==> src/rtl/cpu_pkg.sv <==
// cpu_pkg: shared state, opcode and control-field encodings for the multicycle CPU.
// Holds the FSM state enum, opcode constants, pc_src/alu_src_b/alu_op codes,
// the bundled control-strobe struct and an illegal-opcode helper.
package cpu_pkg;

   typedef enum logic [2:0] {
      S_FETCH  = 3'd0,
      S_DECODE = 3'd1,
      S_EXEC   = 3'd2,
      S_MEM    = 3'd3,
      S_WB     = 3'd4,
      S_HALT   = 3'd5
   } state_t;

   localparam logic [3:0] OP_R    = 4'h0;
   localparam logic [3:0] OP_ADDI = 4'h1;
   localparam logic [3:0] OP_ANDI = 4'h2;
   localparam logic [3:0] OP_ORI  = 4'h3;
   localparam logic [3:0] OP_LW   = 4'h4;
   localparam logic [3:0] OP_SW   = 4'h5;
   localparam logic [3:0] OP_BEQ  = 4'h6;
   localparam logic [3:0] OP_J    = 4'h7;
   localparam logic [3:0] OP_JAL  = 4'h8;
   localparam logic [3:0] OP_HALT = 4'h9;

   localparam logic [1:0] PC_ALU = 2'b00;
   localparam logic [1:0] PC_BR  = 2'b01;
   localparam logic [1:0] PC_JMP = 2'b10;

   localparam logic [1:0] SRCB_REG = 2'b00;
   localparam logic [1:0] SRCB_ONE = 2'b01;
   localparam logic [1:0] SRCB_IMM = 2'b10;

   localparam logic [1:0] ALU_ADD   = 2'b00;
   localparam logic [1:0] ALU_SUB   = 2'b01;
   localparam logic [1:0] ALU_FUNCT = 2'b10;
   localparam logic [1:0] ALU_LOGIC = 2'b11;

   typedef struct packed {
      logic       mem_req;
      logic       mem_we;
      logic       iord;
      logic       ir_write;
      logic       pc_write;
      logic       reg_write;
      logic       reg_dst;
      logic       mem_to_reg;
      logic       alu_src_a;
      logic       halted;
      logic [1:0] pc_src;
      logic [1:0] alu_src_b;
      logic [1:0] alu_op;
   } ctrl_t;

   // Opcodes above HALT are unassigned.
   function automatic logic is_illegal(input logic [3:0] op);
      return op > OP_HALT;
   endfunction

endpackage

==> src/rtl/ctrl_out_decode.sv <==
// ctrl_out_decode: combinational control-strobe decode for the multicycle controller.
// Ports: state (current FSM state), opcode (live opcode in DECODE, latched
// opcode otherwise), zero (ALU zero flag), mem_ready (memory handshake),
// ctrl (bundled control strobes and selects).
module ctrl_out_decode
   import cpu_pkg::*;
(
   input  state_t     state,
   input  logic [3:0] opcode,
   input  logic       zero,
   input  logic       mem_ready,
   output ctrl_t      ctrl
);

   always_comb begin
      ctrl = '0;
      case (state)
         S_FETCH: begin
            ctrl.mem_req = 1'b1;
            // PC+1 and IR load happen only in the cycle memory delivers.
            if (mem_ready) begin
               ctrl.ir_write  = 1'b1;
               ctrl.pc_write  = 1'b1;
               ctrl.pc_src    = PC_ALU;
               ctrl.alu_src_b = SRCB_ONE;
               ctrl.alu_op    = ALU_ADD;
            end
         end
         S_DECODE: begin
            if (opcode == OP_J || opcode == OP_JAL) begin
               ctrl.pc_write  = 1'b1;
               ctrl.pc_src    = PC_JMP;
               ctrl.reg_write = (opcode == OP_JAL);
            end
         end
         S_EXEC: begin
            ctrl.alu_src_a = 1'b1;
            case (opcode)
               OP_R:                   ctrl.alu_op = ALU_FUNCT;
               OP_ADDI, OP_LW, OP_SW:  ctrl.alu_src_b = SRCB_IMM;
               OP_ANDI, OP_ORI: begin
                  ctrl.alu_src_b = SRCB_IMM;
                  ctrl.alu_op    = ALU_LOGIC;
               end
               OP_BEQ: begin
                  ctrl.alu_op   = ALU_SUB;
                  ctrl.pc_src   = PC_BR;
                  ctrl.pc_write = zero;
               end
               default: ;
            endcase
         end
         S_MEM: begin
            ctrl.mem_req = 1'b1;
            ctrl.iord    = 1'b1;
            ctrl.mem_we  = (opcode == OP_SW);
         end
         S_WB: begin
            ctrl.reg_write  = 1'b1;
            ctrl.reg_dst    = (opcode == OP_R);
            ctrl.mem_to_reg = (opcode == OP_LW);
         end
         S_HALT:  ctrl.halted = 1'b1;
         default: ;
      endcase
   end

endmodule

==> src/rtl/multicycle_controller.sv <==
// multicycle_controller: FSM sequencing fetch/decode/exec/mem/writeback for a 16-bit multicycle CPU.
// Ports: clk, rst (async active-high), opcode (instr[15:12]), zero (ALU flag),
// mem_ready (memory handshake); control strobes mem_req, mem_we, iord,
// ir_write, pc_write, reg_write, reg_dst, mem_to_reg, alu_src_a, halted,
// illegal (sticky); selects pc_src, alu_src_b, alu_op; debug state.
module multicycle_controller
   import cpu_pkg::*;
(
   input  logic       clk,
   input  logic       rst,
   input  logic [3:0] opcode,
   input  logic       zero,
   input  logic       mem_ready,
   output logic       mem_req,
   output logic       mem_we,
   output logic       iord,
   output logic       ir_write,
   output logic       pc_write,
   output logic       reg_write,
   output logic       reg_dst,
   output logic       mem_to_reg,
   output logic       alu_src_a,
   output logic       halted,
   output logic       illegal,
   output logic [1:0] pc_src,
   output logic [1:0] alu_src_b,
   output logic [1:0] alu_op,
   output logic [2:0] state
);

   state_t     state_q;
   state_t     state_d;
   logic [3:0] op_q;
   logic       illegal_q;
   logic [3:0] op_cur;
   ctrl_t      ctl;
   ctrl_t      c;

   // The opcode register only loads at the end of DECODE, so DECODE itself
   // must look at the live instruction bits.
   assign op_cur = (state_q == S_DECODE) ? opcode : op_q;

   always_ff @(posedge clk or posedge rst) begin
      if (rst) begin
         state_q   <= S_FETCH;
         op_q      <= '0;
         illegal_q <= 1'b0;
      end else begin
         state_q <= state_d;
         if (state_q == S_DECODE) op_q <= opcode;
         if (state_q == S_DECODE && is_illegal(opcode)) illegal_q <= 1'b1;
      end
   end

   always_comb begin
      state_d = S_FETCH;
      case (state_q)
         S_FETCH:  state_d = mem_ready ? S_DECODE : S_FETCH;
         S_DECODE: state_d = (opcode == OP_HALT) ? S_HALT :
                             (opcode == OP_J || opcode == OP_JAL || is_illegal(opcode)) ? S_FETCH : S_EXEC;
         S_EXEC:   state_d = (op_q == OP_LW || op_q == OP_SW) ? S_MEM :
                             (op_q == OP_BEQ) ? S_FETCH : S_WB;
         S_MEM:    state_d = !mem_ready ? S_MEM : (op_q == OP_LW) ? S_WB : S_FETCH;
         S_WB:     state_d = S_FETCH;
         S_HALT:   state_d = S_HALT;
         default:  state_d = S_FETCH;
      endcase
   end

   ctrl_out_decode u_dec (
      .state     (state_q),
      .opcode    (op_cur),
      .zero      (zero),
      .mem_ready (mem_ready),
      .ctrl      (ctl)
   );

   // Reset forces FETCH, which would otherwise raise mem_req; gate every
   // strobe so nothing is emitted while rst is held.
   assign c          = rst ? '0 : ctl;
   assign mem_req    = c.mem_req;
   assign mem_we     = c.mem_we;
   assign iord       = c.iord;
   assign ir_write   = c.ir_write;
   assign pc_write   = c.pc_write;
   assign reg_write  = c.reg_write;
   assign reg_dst    = c.reg_dst;
   assign mem_to_reg = c.mem_to_reg;
   assign alu_src_a  = c.alu_src_a;
   assign halted     = c.halted;
   assign pc_src     = c.pc_src;
   assign alu_src_b  = c.alu_src_b;
   assign alu_op     = c.alu_op;
   assign illegal    = illegal_q;
   assign state      = state_q;

endmodule

==> config.mk <==
export PLATFORM = sky130hd
export DESIGN_NAME = multicycle_controller
export DESIGN_NICKNAME = d
export VERILOG_FILES = /design/src/rtl/cpu_pkg.sv /design/src/rtl/ctrl_out_decode.sv /design/src/rtl/multicycle_controller.sv
export SDC_FILE = /design/constraint.sdc
export NUM_CORES = 1
export LEC_CHECK = 0
export BUFFER_PORTS_ARGS = -buffer_cell sky130_fd_sc_hd__buf_2
export CORE_MARGIN = 2
export CORE_UTILIZATION = 42
export DETAILED_ROUTE_END_ITERATION = 16
export GPL_TIMING_DRIVEN = 0
export PLACE_DENSITY_LB_ADDON = 0.15
export SYNTH_ARGS = -nofsm -noshare
export SYNTH_HDL_FRONTEND = slang
export SYNTH_HIERARCHICAL = 1
export SYNTH_SLANG_ARGS = --single-unit
==> constraint.sdc <==
create_clock -name clk -period 2.1 [get_ports clk]
set_input_delay 0 -clock clk [delete_from_list [all_inputs] [get_ports clk]]
set_output_delay 0 -clock clk [all_outputs]
set_load 0.005 [all_outputs]
After elaboration in Yosys (flattened, before gate mapping) --
Index checks and enable logic that the tools add are counted.
Storage, ports and cells: bits in latches 0, word-level logic and storage cells 61, ROM bits 0, bits in writable memories 0, input port bits 8, memories kept 0, flip-flop bits (word level) 8
Operators by class: add/subtract/negate cells 0, mux-type cells 28, bitwise gates (word level) 0, eq/ne operators 19, reduce and logical (&&, ||, !) cells 10, shift-type cells 0, div/mod/pow operators 0, multiply operators 0, order comparisons 1
Operators with widths (number):
- equality test 4 x 3 -> 1 bit, second input constant | 8
- 2-to-1 mux 3 bit | 6
- 2-to-1 mux 16 bit | 1
- case mux 3 bit (5 select lines) | 1
- 2-to-1 mux 2 bit | 7
- equality test 4 bit, second input constant | 3
- case mux 2 bit (3 select lines) | 2
- equality test 4 x 2 -> 1 bit, second input constant | 2
- case mux 4 bit (2 select lines) | 1
- 2-to-1 mux 1 bit | 7
- equality test 3 x 2 -> 1 bit, second input constant | 2
- equality test 3 bit, second input constant | 2
- OR reduction 5 bit | 1
- equality test 4 x 1 -> 1 bit, second input constant | 1
- greater-than comparator 4 bit, second input constant | 1
- logical NOT 4 bit | 1
- logical OR 1 bit | 4
- 2-to-1 mux 4 bit | 1
- OR reduction 2 bit | 2
- equality test 3 x 1 -> 1 bit, second input constant | 1
- logical NOT 3 bit | 1
- case mux 1 bit (3 select lines) | 1
- case mux 1 bit (2 select lines) | 1
- logical AND 1 bit | 1

Logic depth before layout (Yosys ltp) --
Gate-level depths: netlist (run 1).
depth after elaboration 7, gate-level depth with buffers 6, gate-level depth less buffers 6

Hierarchy --
The synthesis (run 1) kept the hierarchy.
By module, submodules not included:
- multicycle_controller | cells each 50, area an instance 499.2 um^2, sequential area each 200.2 um^2, times used 1
- ctrl_out_decode | cells each 30, area an instance 219.0 um^2, sequential area each 0.0 um^2, times used 1

Worst setup path before layout (run 1) --
Ideal clock, no wire load.
path kind register to output, from register state_q[0] (netlist: state[0]), to output pc_write, buffers on the path 0, required time 2100 ps, arrival time 2130 ps, setup slack -30 ps, stages on the path, launching flop included 7, path through dfrtp_1 nor3b_4 mux2_1 nor4b_1 o211a_1 a211o_1 nor2b_1
RTL lines:
- from (decl) | line multicycle_controller.sv:31 | state_t state_q;
- from (signal assigned) | line multicycle_controller.sv:49 | state_q <= state_d;
- to (decl) | line multicycle_controller.sv:18 | output logic pc_write,

==> results.json, run 1 <==
{
  "design.die.area_mm2": 0.00206,
  "std_cell_rows": 14,
  "placeableCoreArea_mm2": 0.00156,
  "antenna_cells": 0,
  "dp_hpwl_um": 1220,
  "via_count_of_the_first_global_routing_pass": 684,
  "cts.clk_slew.worst_paths_ns": 0.06,
  "run_status": "finished with violations",
  "tightest_slew_ns": 0.449,
  "wl_per_cell_um": 14.9,
  "routed-via-count": 782,
  "cts.htree.levels": 1,
  "drive_gt1_frac": 0.508,
  "clock_tree.buffer_depth": 2,
  "tritoncts": "yes",
  "clock_sink_count": 8,
  "yosys_register_bits": 8,
  "fp.dieH_um": 45.4,
  "power_frac_clock": 0.073,
  "timing.critical_path.to_type": "primary output",
  "regToRegStartpoint": "state[1]",
  "reg2reg_slack_ns": 0.55,
  "netSwitchingFraction": 0.433,
  "synth-seq-area-share": 0.279,
  "mapped_cells": 80,
  "grt_overflow_total": 0,
  "critPathBufInv": 2,
  "finalCriticalPeriod_ns": 2.32,
  "ir_worst_vdd_mv": 1.20,
  "syn_area_um2": 718,
  "ios": 28,
  "cp.required_ns": 2.10,
  "pwr-share-seq": 0.170,
  "maxSlewViolCount": 0,
  "starting_density_of_the_core": 0.461,
  "synthesis.nets": 88,
  "max_cap_viols": 0,
  "finalHoldViolations": 0,
  "post-synth-top-count-cell": "sky130_fd_sc_hd__nor2b_1",
  "clk-insertion-delay-late_ns": 0.26,
  "violated_checks": "setup timing",
  "drt_iter0_drc": 11,
  "clock-skew-final_ns": 0.0166,
  "reg2reg_to": "op_q[1]",
  "place_area_um2": 875,
  "timing.critical_path.max_delay_family": "simple AND/OR/NAND/NOR gates",
  "power.static_leakage_nw": 0.557,
  "final_design_area_no_fill_mm2": 0.00113,
  "postRouteWirelength_um": 2120,
  "worstPathCellList": "nor3b_4, buf_6, mux2_4, and4b_1, o211a_1, a211o_1, nor2b_1, buf_2",
  "nNetsFinal": 135,
  "worst-path-max-fanout": 4,
  "ctsRootBufferMaster": "sky130_fd_sc_hd__clkbuf_4",
  "arrival_ns": 2.32,
  "timing.critical_path.from_type": "register",
  "crit_slowest_cell": "sky130_fd_sc_hd__dfrtp_2",
  "io_buffers": 27,
  "nFillCells": 116,
  "setup_slack_ns": -0.223,
  "numCtsBuffers": 3,
  "min-delay-path-class": "in2async",
  "critPathMaxStageDelay_ns": 0.43,
  "grt_pass1_wl_um": 3130,
  "yosysTopAreaCellShare": 0.279,
  "netlist.top_cell.by_area": "sky130_fd_sc_hd__dfrtp_1",
  "grt_antenna_before_repair": 0,
  "detail_route.drc_violations": 0,
  "count_of_flip_flops_with_a_built_in_enable_after_synthesis": 0,
  "finalWeightedCongestion": 0.761,
  "synthTopCellsByCount": "sky130_fd_sc_hd__nor2b_1 (19), sky130_fd_sc_hd__dfrtp_1 (8), sky130_fd_sc_hd__nor2_1 (5), sky130_fd_sc_hd__inv_1 (4), sky130_fd_sc_hd__nand2b_1 (4)",
  "grt_start_max_net_pins": 14,
  "grt_setup_unrepaired": "yes",
  "power_density_mw_per_mm2": 1530,
  "netSwitchingPower_w": 0.000753,
  "worst_setup_slack_post_dpl_ns": -0.296,
  "synth_cell_types": 35,
  "synthesis.area_per_instance_um2": 8.98,
  "post_drt_via_cell_ratio": 5.51,
  "die_width_um": 45.4,
  "ant_nets": 0,
  "total_routing_usage_reported_by_global_routing": 0.215,
  "setup_viol": 8,
  "worstRegToRegCells": 5,
  "critical_path_class": "reg2out",
  "drt_pre_antenna_iters": 4,
  "syn2layout_area_growth_pct": 57.8,
  "comb_power_share": 0.757,
  "synthesis.yosys.warnings": 6,
  "max_clock_freq_mhz": 430,
  "design_power_total_w": 0.00174,
  "fin_util": 0.727,
  "final.period_utilization": 1.11,
  "async_reset_ff_frac": 1.00,
  "internal_power_w": 0.000984,
  "synth_top_cells_by_area": "sky130_fd_sc_hd__dfrtp_1 (28%), sky130_fd_sc_hd__nor2b_1 (17%), sky130_fd_sc_hd__mux2_1 (4.7%)",
  "synth_flop_cell": "sky130_fd_sc_hd__dfrtp_1",
  "slew_headroom": 0.696
}
-- power groups by stage --
stage | clock network (W) | registers, W | logic, W
CTS | 0.000132 | 0.000288 | 0.00111
floorplan | 0 | 0.000324 | 0.000508
detailed placement | 0 | 0.000349 | 0.000671
global route | 0.000141 | 0.000303 | 0.00142
global placement | 0 | 0.000346 | 0.000661
finish | 0.000127 | 0.000296 | 0.00131
-- logic make-up after synthesis --
group,after synthesis,synth area share
XOR/XNOR,1,0.0122
flip-flops,8,0.279
AND/OR/NAND/NOR,51,0.497
AO/OA/AOI/OAI,10,0.110
multiplexers,5,0.0767
buffers and inverters,5,0.0261
-- stage by stage --
step                      std cells  TNS (ns)  hold slack (ns)
final                           142    -0.752           0.0224
after CTS                       140    -0.474           0.0166
after global placement          123    -0.664            0.246
after global routing            142     -1.69           0.0918
after detailed placement        123    -0.706            0.253
after floorplan                  80         0           0.0287
-- repair_timing --
item                                    CTS  global route
pin swaps                                 5             5
endpoints found under the hold margin     1             0
hold buffers                              1             0
setup buffers                            12             3
gates resized for setup                  17            11
endpoints found under the setup margin   10            10
-- layout by cell type, fill, tap and decap left out, drive strengths merged, types with 3 or more instances in the layout --
cell type	n
dfrtp	8
or3b	3
nor4b	3
nor2	5
mux2	4
inv	4
nor2b	19
clkbuf	5
buf	41
nand2b	4
-- flip-flops by register name, indices dropped and copies added, names as in the netlist --
| register | cells |
|---|---|
| illegal | 1 |
| op_q | 4 |
| state | 3 |
-- per-layer routing --
metal	global-route usage	vias to the layer above	part of all wire
li1	-	383	-
met1	0.290	364	0.47
met2	0.329	27	0.45
met3	0.0520	8	0.051
met4	0.0882	0	0.030
met5	0	-	0
-- area by class of cell --
class | count | area, um^2 | share of cell area
Buffer | 1 | 3.75 | 0.00331
Sequential cell | 8 | 204 | 0.180
Clock buffer | 4 | 26.3 | 0.0232
Tap cell | 16 | 20.0 | 0.0177
Inverter | 4 | 15.0 | 0.0132
Timing Repair Buffer | 42 | 269 | 0.237
Multi-Input combinational cell | 67 | 596 | 0.525
-- tightest hold or removal path, delay by kind of cell --
kind | cells | cell delay, ns
buf+inv | 3 | 0.68
-- worst max path at each step --
stage	slack, ns	startpoint	to	depth (start not counted)
final	-0.22	state[1]	pc_write	8
after global routing	-0.31	state[1]	pc_write	8
after CTS	-0.19	state[1]	pc_write	8
after detailed placement	-0.30	state[2]	pc_write	7
after global placement	-0.29	state[2]	pc_write	7
after floorplan	0.04	state[2]	pc_write	6
(Power assumes the default switching activity.)
==> inputs of run 2 (changes only) <==
--- a/config.mk
+++ b/config.mk
@@ -6,11 +6,11 @@
 export NUM_CORES = 1
 export LEC_CHECK = 0
 export BUFFER_PORTS_ARGS = -buffer_cell sky130_fd_sc_hd__buf_2
-export CORE_MARGIN = 2
 export CORE_UTILIZATION = 42
 export DETAILED_ROUTE_END_ITERATION = 16
 export GPL_TIMING_DRIVEN = 0
 export PLACE_DENSITY_LB_ADDON = 0.15
+export SETUP_SLACK_MARGIN = 0.4
 export SYNTH_ARGS = -nofsm -noshare
 export SYNTH_HDL_FRONTEND = slang
 export SYNTH_HIERARCHICAL = 1
==> run 2 against run 1 <==
  * The flow finishes with violations (DRC, setup timing)
  * Via count shrank 3.7%
  * First-iteration DRC count increased by 55%
  * Critical path depth stayed put
  * Utilization decreased by 1.4 points
  * Non-clock buffer count decreased by 2
  * Global-route usage is 0.13 points lower
  * Cell count decreased by 1.4%
  * Clock power about the same
  * Worst setup slack better by 0.030 ns
  * Combinational power decreased by 6%
  * Largest cell class unchanged
  * Largest power group unchanged
==> results.json, run 2 (synthesized netlist as in run 1, its figures left out) <==
{
  "run_status": "finished with violations",
  "violated_checks": "DRC, setup timing",
  "post_drt_via_cell_ratio": 5.38,
  "fp.dieH_um": 43.4,
  "max_cap_viols": 0,
  "placeableCoreArea_mm2": 0.00156,
  "drt_iter0_drc": 17,
  "timing.critical_path.from_type": "register",
  "io_buffers": 27,
  "routed-via-count": 753,
  "grt_setup_unrepaired": "yes",
  "wl_per_cell_um": 13.3,
  "cp.required_ns": 2.10,
  "numCtsBuffers": 3,
  "finalWeightedCongestion": 0.766,
  "grt_antenna_before_repair": 0,
  "finalCriticalPeriod_ns": 2.29,
  "final_design_area_no_fill_mm2": 0.00111,
  "cts.clk_slew.worst_paths_ns": 0.06,
  "place_area_um2": 908,
  "clock_tree.buffer_depth": 2,
  "finish.cell_count_without_fillers": 140,
  "antenna_cells": 0,
  "clock_sink_count": 8,
  "starting_density_of_the_core": 0.461,
  "drive_gt1_frac": 0.516,
  "min-delay-path-class": "in2reg",
  "netSwitchingFraction": 0.431,
  "finalHoldViolations": 0,
  "via_count_of_the_first_global_routing_pass": 673,
  "setup_viol": 7,
  "maxSlewViolCount": 0,
  "multi_input_area_um2": 592,
  "ctsRootBufferMaster": "sky130_fd_sc_hd__clkbuf_4",
  "total_routing_usage_reported_by_global_routing": 0.214,
  "detail_route.drc_violations": 2,
  "syn2layout_area_growth_pct": 54.7,
  "nFillCells": 132,
  "combined_flip_flop_and_latch_cell_area_um2": 204,
  "internal_power_w": 0.000936,
  "ir_worst_vdd_mv": 1.07,
  "grt_overflow_total": 0,
  "clock-skew-final_ns": 0.0148,
  "ios": 28,
  "power_frac_clock": 0.078,
  "max_clock_freq_mhz": 436,
  "final.period_utilization": 1.09,
  "mostFrequentLayoutCell": "sky130_fd_sc_hd__buf_2",
  "fin_util": 0.713,
  "ant_nets": 0,
  "pwr-share-seq": 0.174,
  "setup-tns-final_ns": -0.424,
  "worst-path-max-fanout": 5,
  "setup_slack_ns": -0.193,
  "place.detailed.instances": 123,
  "timing.critical_path.to_type": "primary output",
  "std_cell_rows": 14,
  "die_width_um": 43.4,
  "drt_pre_antenna_iters": 10,
  "largest_reg_flops": 4,
  "power_density_mw_per_mm2": 1480,
  "comb_power_share": 0.748,
  "arrival_ns": 2.29,
  "power.static_leakage_nw": 0.545,
  "netSwitchingPower_w": 0.000707,
  "critical_path_class": "reg2out",
  "slew_headroom": 0.696,
  "tightest_slew_ns": 0.456,
  "largest-register": "op_q",
  "nNetsFinal": 133,
  "tritoncts": "yes",
  "grt_start_max_net_pins": 15,
  "design_power_total_w": 0.00164,
  "postRouteWirelength_um": 1870,
  "grt_pass1_wl_um": 3000,
  "final_cell_mix": "sky130_fd_sc_hd__buf_2 (27), sky130_fd_sc_hd__nor2b_1 (16), sky130_fd_sc_hd__buf_4 (8), sky130_fd_sc_hd__dfrtp_1 (5)",
  "dp_hpwl_um": 1150,
  "design.die.area_mm2": 0.00188,
  "clk-insertion-delay-late_ns": 0.26,
  "cts.htree.levels": 1
}
[run 2: cell count changes in the layout (fill, tap and decap cells not counted)]
cell,delta
sky130_fd_sc_hd__a2111oi_2,+1
sky130_fd_sc_hd__a2111oi_4,-1
sky130_fd_sc_hd__buf_4,-1
sky130_fd_sc_hd__buf_6,-1
sky130_fd_sc_hd__nor2b_1,-1
sky130_fd_sc_hd__nor2b_2,+1
sky130_fd_sc_hd__nor4b_1,-1
sky130_fd_sc_hd__nor4b_2,+1
[run 2: final cells by class]
class                           instances  share of cell area
Buffer                                  1             0.00338
Clock buffer                            4              0.0236
Inverter                                4              0.0135
Multi-Input combinational cell         67               0.533
Sequential cell                         8               0.184
Tap cell                               16              0.0180
Timing Repair Buffer                   40               0.225
[run 2: worst paths after layout]
path,end,cells after the start,startpoint,slack (ns)
max,pc_write,8,state[2],-0.19
min,illegal,3,opcode[3],0.06
max reg2reg,op_q[0],5,state[2],0.60
min reg2reg,illegal,1,illegal,0.46
max in group asynchronous,state[1],3,rst,1.78
min in group asynchronous,op_q[2],3,rst,0.07
[run 2: through the flow]
stage	hold WS (ns)	worst slack [ns]
floorplan	0.0211	0.144
global placement	0.243	-0.115
detailed placement	0.269	-0.132
CTS	0.0463	-0.187
global route	0.0797	-0.251
finish	0.0597	-0.193
[run 2: layer usage]
metal / track usage / vias up / share of wire
met1: 0.297 / 358 / 0.49
met3: 0.0625 / 0 / 0.036
met5: 0 / - / 0
met2: 0.336 / 18 / 0.47
met4: 0.0375 / 0 / 0
li1: - / 377 / -
[run 2: critical path, stage by stage (launching register included)]
cell and delay, ns:
sky130_fd_sc_hd__dfrtp_2 0.43, sky130_fd_sc_hd__nor3b_4 0.20, sky130_fd_sc_hd__buf_6 0.15, sky130_fd_sc_hd__mux2_4 0.34
sky130_fd_sc_hd__and4b_1 0.21, sky130_fd_sc_hd__o211a_1 0.22, sky130_fd_sc_hd__a211o_1 0.22, sky130_fd_sc_hd__nor2b_4 0.12
sky130_fd_sc_hd__buf_2 0.13
[run 2: power by group through the flow]
stage | combinational [W] | clock [W] | sequential, W
4_1_cts | 0.00110 | 0.000132 | 0.000284
3_5_place_dp | 0.000750 | 0 | 0.000355
6_report | 0.00123 | 0.000128 | 0.000286
3_3_place_gp | 0.000737 | 0 | 0.000351
2_1_floorplan | 0.000584 | 0 | 0.000331
5_1_grt | 0.00132 | 0.000143 | 0.000294
[run 2: timing repair]
action / in CTS / in global routing
buffers inserted: 11 / 1
hold buffers: 1 / 0
pin swaps: 7 / 2
hold endpoints to repair: 1 / 0
setup endpoints to repair: 10 / 11
gates resized for setup: 6 / 8
==> inputs of run 3 (changes only) <==
--- a/config.mk
+++ b/config.mk
@@ -5,9 +5,10 @@
 export SDC_FILE = /design/constraint.sdc
 export NUM_CORES = 1
 export LEC_CHECK = 0
-export BUFFER_PORTS_ARGS = -buffer_cell sky130_fd_sc_hd__buf_2
+export BUFFER_PORTS_ARGS = -buffer_cell sky130_fd_sc_hd__clkbuf_2
 export CORE_UTILIZATION = 42
 export DETAILED_ROUTE_END_ITERATION = 16
+export GPL_ROUTABILITY_DRIVEN = 0
 export GPL_TIMING_DRIVEN = 0
 export PLACE_DENSITY_LB_ADDON = 0.15
 export SETUP_SLACK_MARGIN = 0.4
==> run 3 against run 2 <==
  * The run still ends with DRC, setup timing left
  * Maximum frequency grew 0.79%
  * Routed wire length grew 5.4%
  * Global-route usage grew 2.0 points
  * Sequential power is essentially flat
  * Critical endpoint unchanged
  * Total power grew 5.1%
  * Non-clock buffer count grew 3
  * Cell count grew 2.1%
  * Critical path depth is the same
  * Clock power is essentially flat
  * Via count grew 4.5%
  * Register-to-register slack is essentially flat
  * Clock skew grew 0.0032 ns
==> results.json, run 3 (synthesized netlist as in run 1, its figures left out) <==
{
  "run_status": "finished with violations",
  "violated_checks": "DRC, setup timing",
  "regToRegStartpoint": "state[2]",
  "post_drt_via_cell_ratio": 5.50,
  "maxSlewViolCount": 0,
  "critPathMaxStageDelay_ns": 0.43,
  "io_buffers": 27,
  "grt_start_max_net_pins": 14,
  "grt_antenna_before_repair": 0,
  "via_count_of_the_first_global_routing_pass": 713,
  "starting_density_of_the_core": 0.461,
  "critical_path_class": "reg2out",
  "cts.htree.levels": 1,
  "clock_sink_count": 8,
  "routed-via-count": 787,
  "clk-insertion-delay-late_ns": 0.26,
  "std_cell_rows": 14,
  "cts.clk_slew.worst_paths_ns": 0.06,
  "die_width_um": 43.4,
  "setup-tns-final_ns": -0.604,
  "finalCriticalPeriod_ns": 2.28,
  "timing.critical_path.max_delay_family": "simple AND/OR/NAND/NOR gates",
  "finalHoldViolations": 0,
  "slew_headroom": 0.699,
  "total_routing_usage_reported_by_global_routing": 0.234,
  "crit_slowest_cell": "sky130_fd_sc_hd__dfrtp_2",
  "largest-register": "op_q",
  "wl_per_cell_um": 13.8,
  "ant_nets": 0,
  "tritoncts": "yes",
  "timing.critical_path.to_type": "primary output",
  "worst-path-max-fanout": 5,
  "tightest_slew_ns": 0.452,
  "cp.required_ns": 2.10,
  "final.period_utilization": 1.08,
  "fp.dieH_um": 43.4,
  "drt_pre_antenna_iters": 10,
  "crit_start": "state[2]",
  "clock_tree.buffer_depth": 2,
  "final_cell_mix": "sky130_fd_sc_hd__clkbuf_2 (24), sky130_fd_sc_hd__nor2b_1 (15), sky130_fd_sc_hd__buf_4 (11), sky130_fd_sc_hd__nor2_1 (5), sky130_fd_sc_hd__dfrtp_1 (5)",
  "grt_overflow_total": 0,
  "largest_reg_flops": 4,
  "postRouteWirelength_um": 1970,
  "ir_worst_vdd_mv": 0.970,
  "setup_viol": 10,
  "timing.critical_path.from_type": "register",
  "worstPathCellList": "nor3b_4, buf_6, mux2_4, and4b_1, o211a_1, a211o_1, nor2b_4, clkbuf_2",
  "nNetsFinal": 136,
  "mostFrequentLayoutCell": "sky130_fd_sc_hd__clkbuf_2",
  "placeableCoreArea_mm2": 0.00156,
  "drive_gt1_frac": 0.528,
  "worst_setup_slack_post_dpl_ns": -0.131,
  "setup_slack_ns": -0.175,
  "min-delay-path-class": "in2reg",
  "grt_setup_unrepaired": "yes",
  "critPathBufInv": 2,
  "power.static_leakage_nw": 0.549,
  "worst_min_delay_path_startpoint": "opcode[3]",
  "grt_pass1_wl_um": 3220,
  "clock-skew-final_ns": 0.0180,
  "ios": 28,
  "design.die.area_mm2": 0.00188,
  "numCtsBuffers": 3,
  "ctsRootBufferMaster": "sky130_fd_sc_hd__clkbuf_4",
  "dp_hpwl_um": 1130,
  "max_clock_freq_mhz": 440,
  "syn2layout_area_growth_pct": 58.7,
  "drt_iter0_drc": 16,
  "detail_route.drc_violations": 2,
  "arrival_ns": 2.28,
  "antenna_cells": 0,
  "max_cap_viols": 0,
  "power_density_mw_per_mm2": 1520
}
==> run 3: path summary, 6_finish.rpt <==
path / endpoint / slack (ns) / cells past startpoint
max: pc_write / -0.18 / 8
min: illegal / 0.04 / 3
max reg2reg: op_q[0] / 0.59 / 5
min reg2reg: illegal / 0.47 / 1
max in group asynchronous: op_q[1] / 1.75 / 3
min in group asynchronous: illegal / 0.09 / 3
==> run 3: where the power goes <==
part           total [W]  internal, W  switching [W]
registers       0.000288     0.000230      0.0000583
clock network   0.000128    0.0000728      0.0000550
logic            0.00131     0.000682       0.000630
==> run 3: what timing repair did <==
action / 4_1_cts / 5_1_grt
setup endpoints to repair: 10 / 12
hold buffers: 1 / 0
setup buffers: 14 / 1
cloned: 0 / 0
resized for setup: 8 / 10
hold endpoints to repair: 1 / 0
pin swaps: 6 / 3
==> run 3: through the flow <==
step / util / hold WS (ns) / instances / total power, W / instance area, um^2
2_1_floorplan: - / 0.0211 / 80 / 0.000915 / 753
3_3_place_gp: 0.583 / 0.248 / 123 / 0.00109 / 908
3_5_place_dp: 0.583 / 0.264 / 123 / 0.00110 / 908
4_1_cts: 0.705 / 0.0265 / 142 / 0.00162 / 1100
5_1_grt: 0.731 / 0.0570 / 143 / 0.00185 / 1140
6_report: 0.731 / 0.0368 / 143 / 0.00173 / 1140
==> run 3: worst register-to-register path: cells and delay by family (launching register included) <==
family | cells | cell delay, ns
buf+inv | 3 | 0.40
flops | 1 | 0.43
mux | 1 | 0.35
simple gates | 1 | 0.20
==> run 3: layout make-up <==
type,count,area [um^2]
multi-input combinational,67,598
fill,118,419
timing repair buffer,43,273
sequential,8,204
clock buffer,4,26.3
tap,16,20.0
inverter,4,15.0
buffer,1,3.75
==> run 3: layer usage <==
metal | global-route usage | part of all wire
met1 | 0.306 | 0.46
met3 | 0.0625 | 0.062
met4 | 0.0375 | 0
met2 | 0.397 | 0.47
met5 | 0 | 0
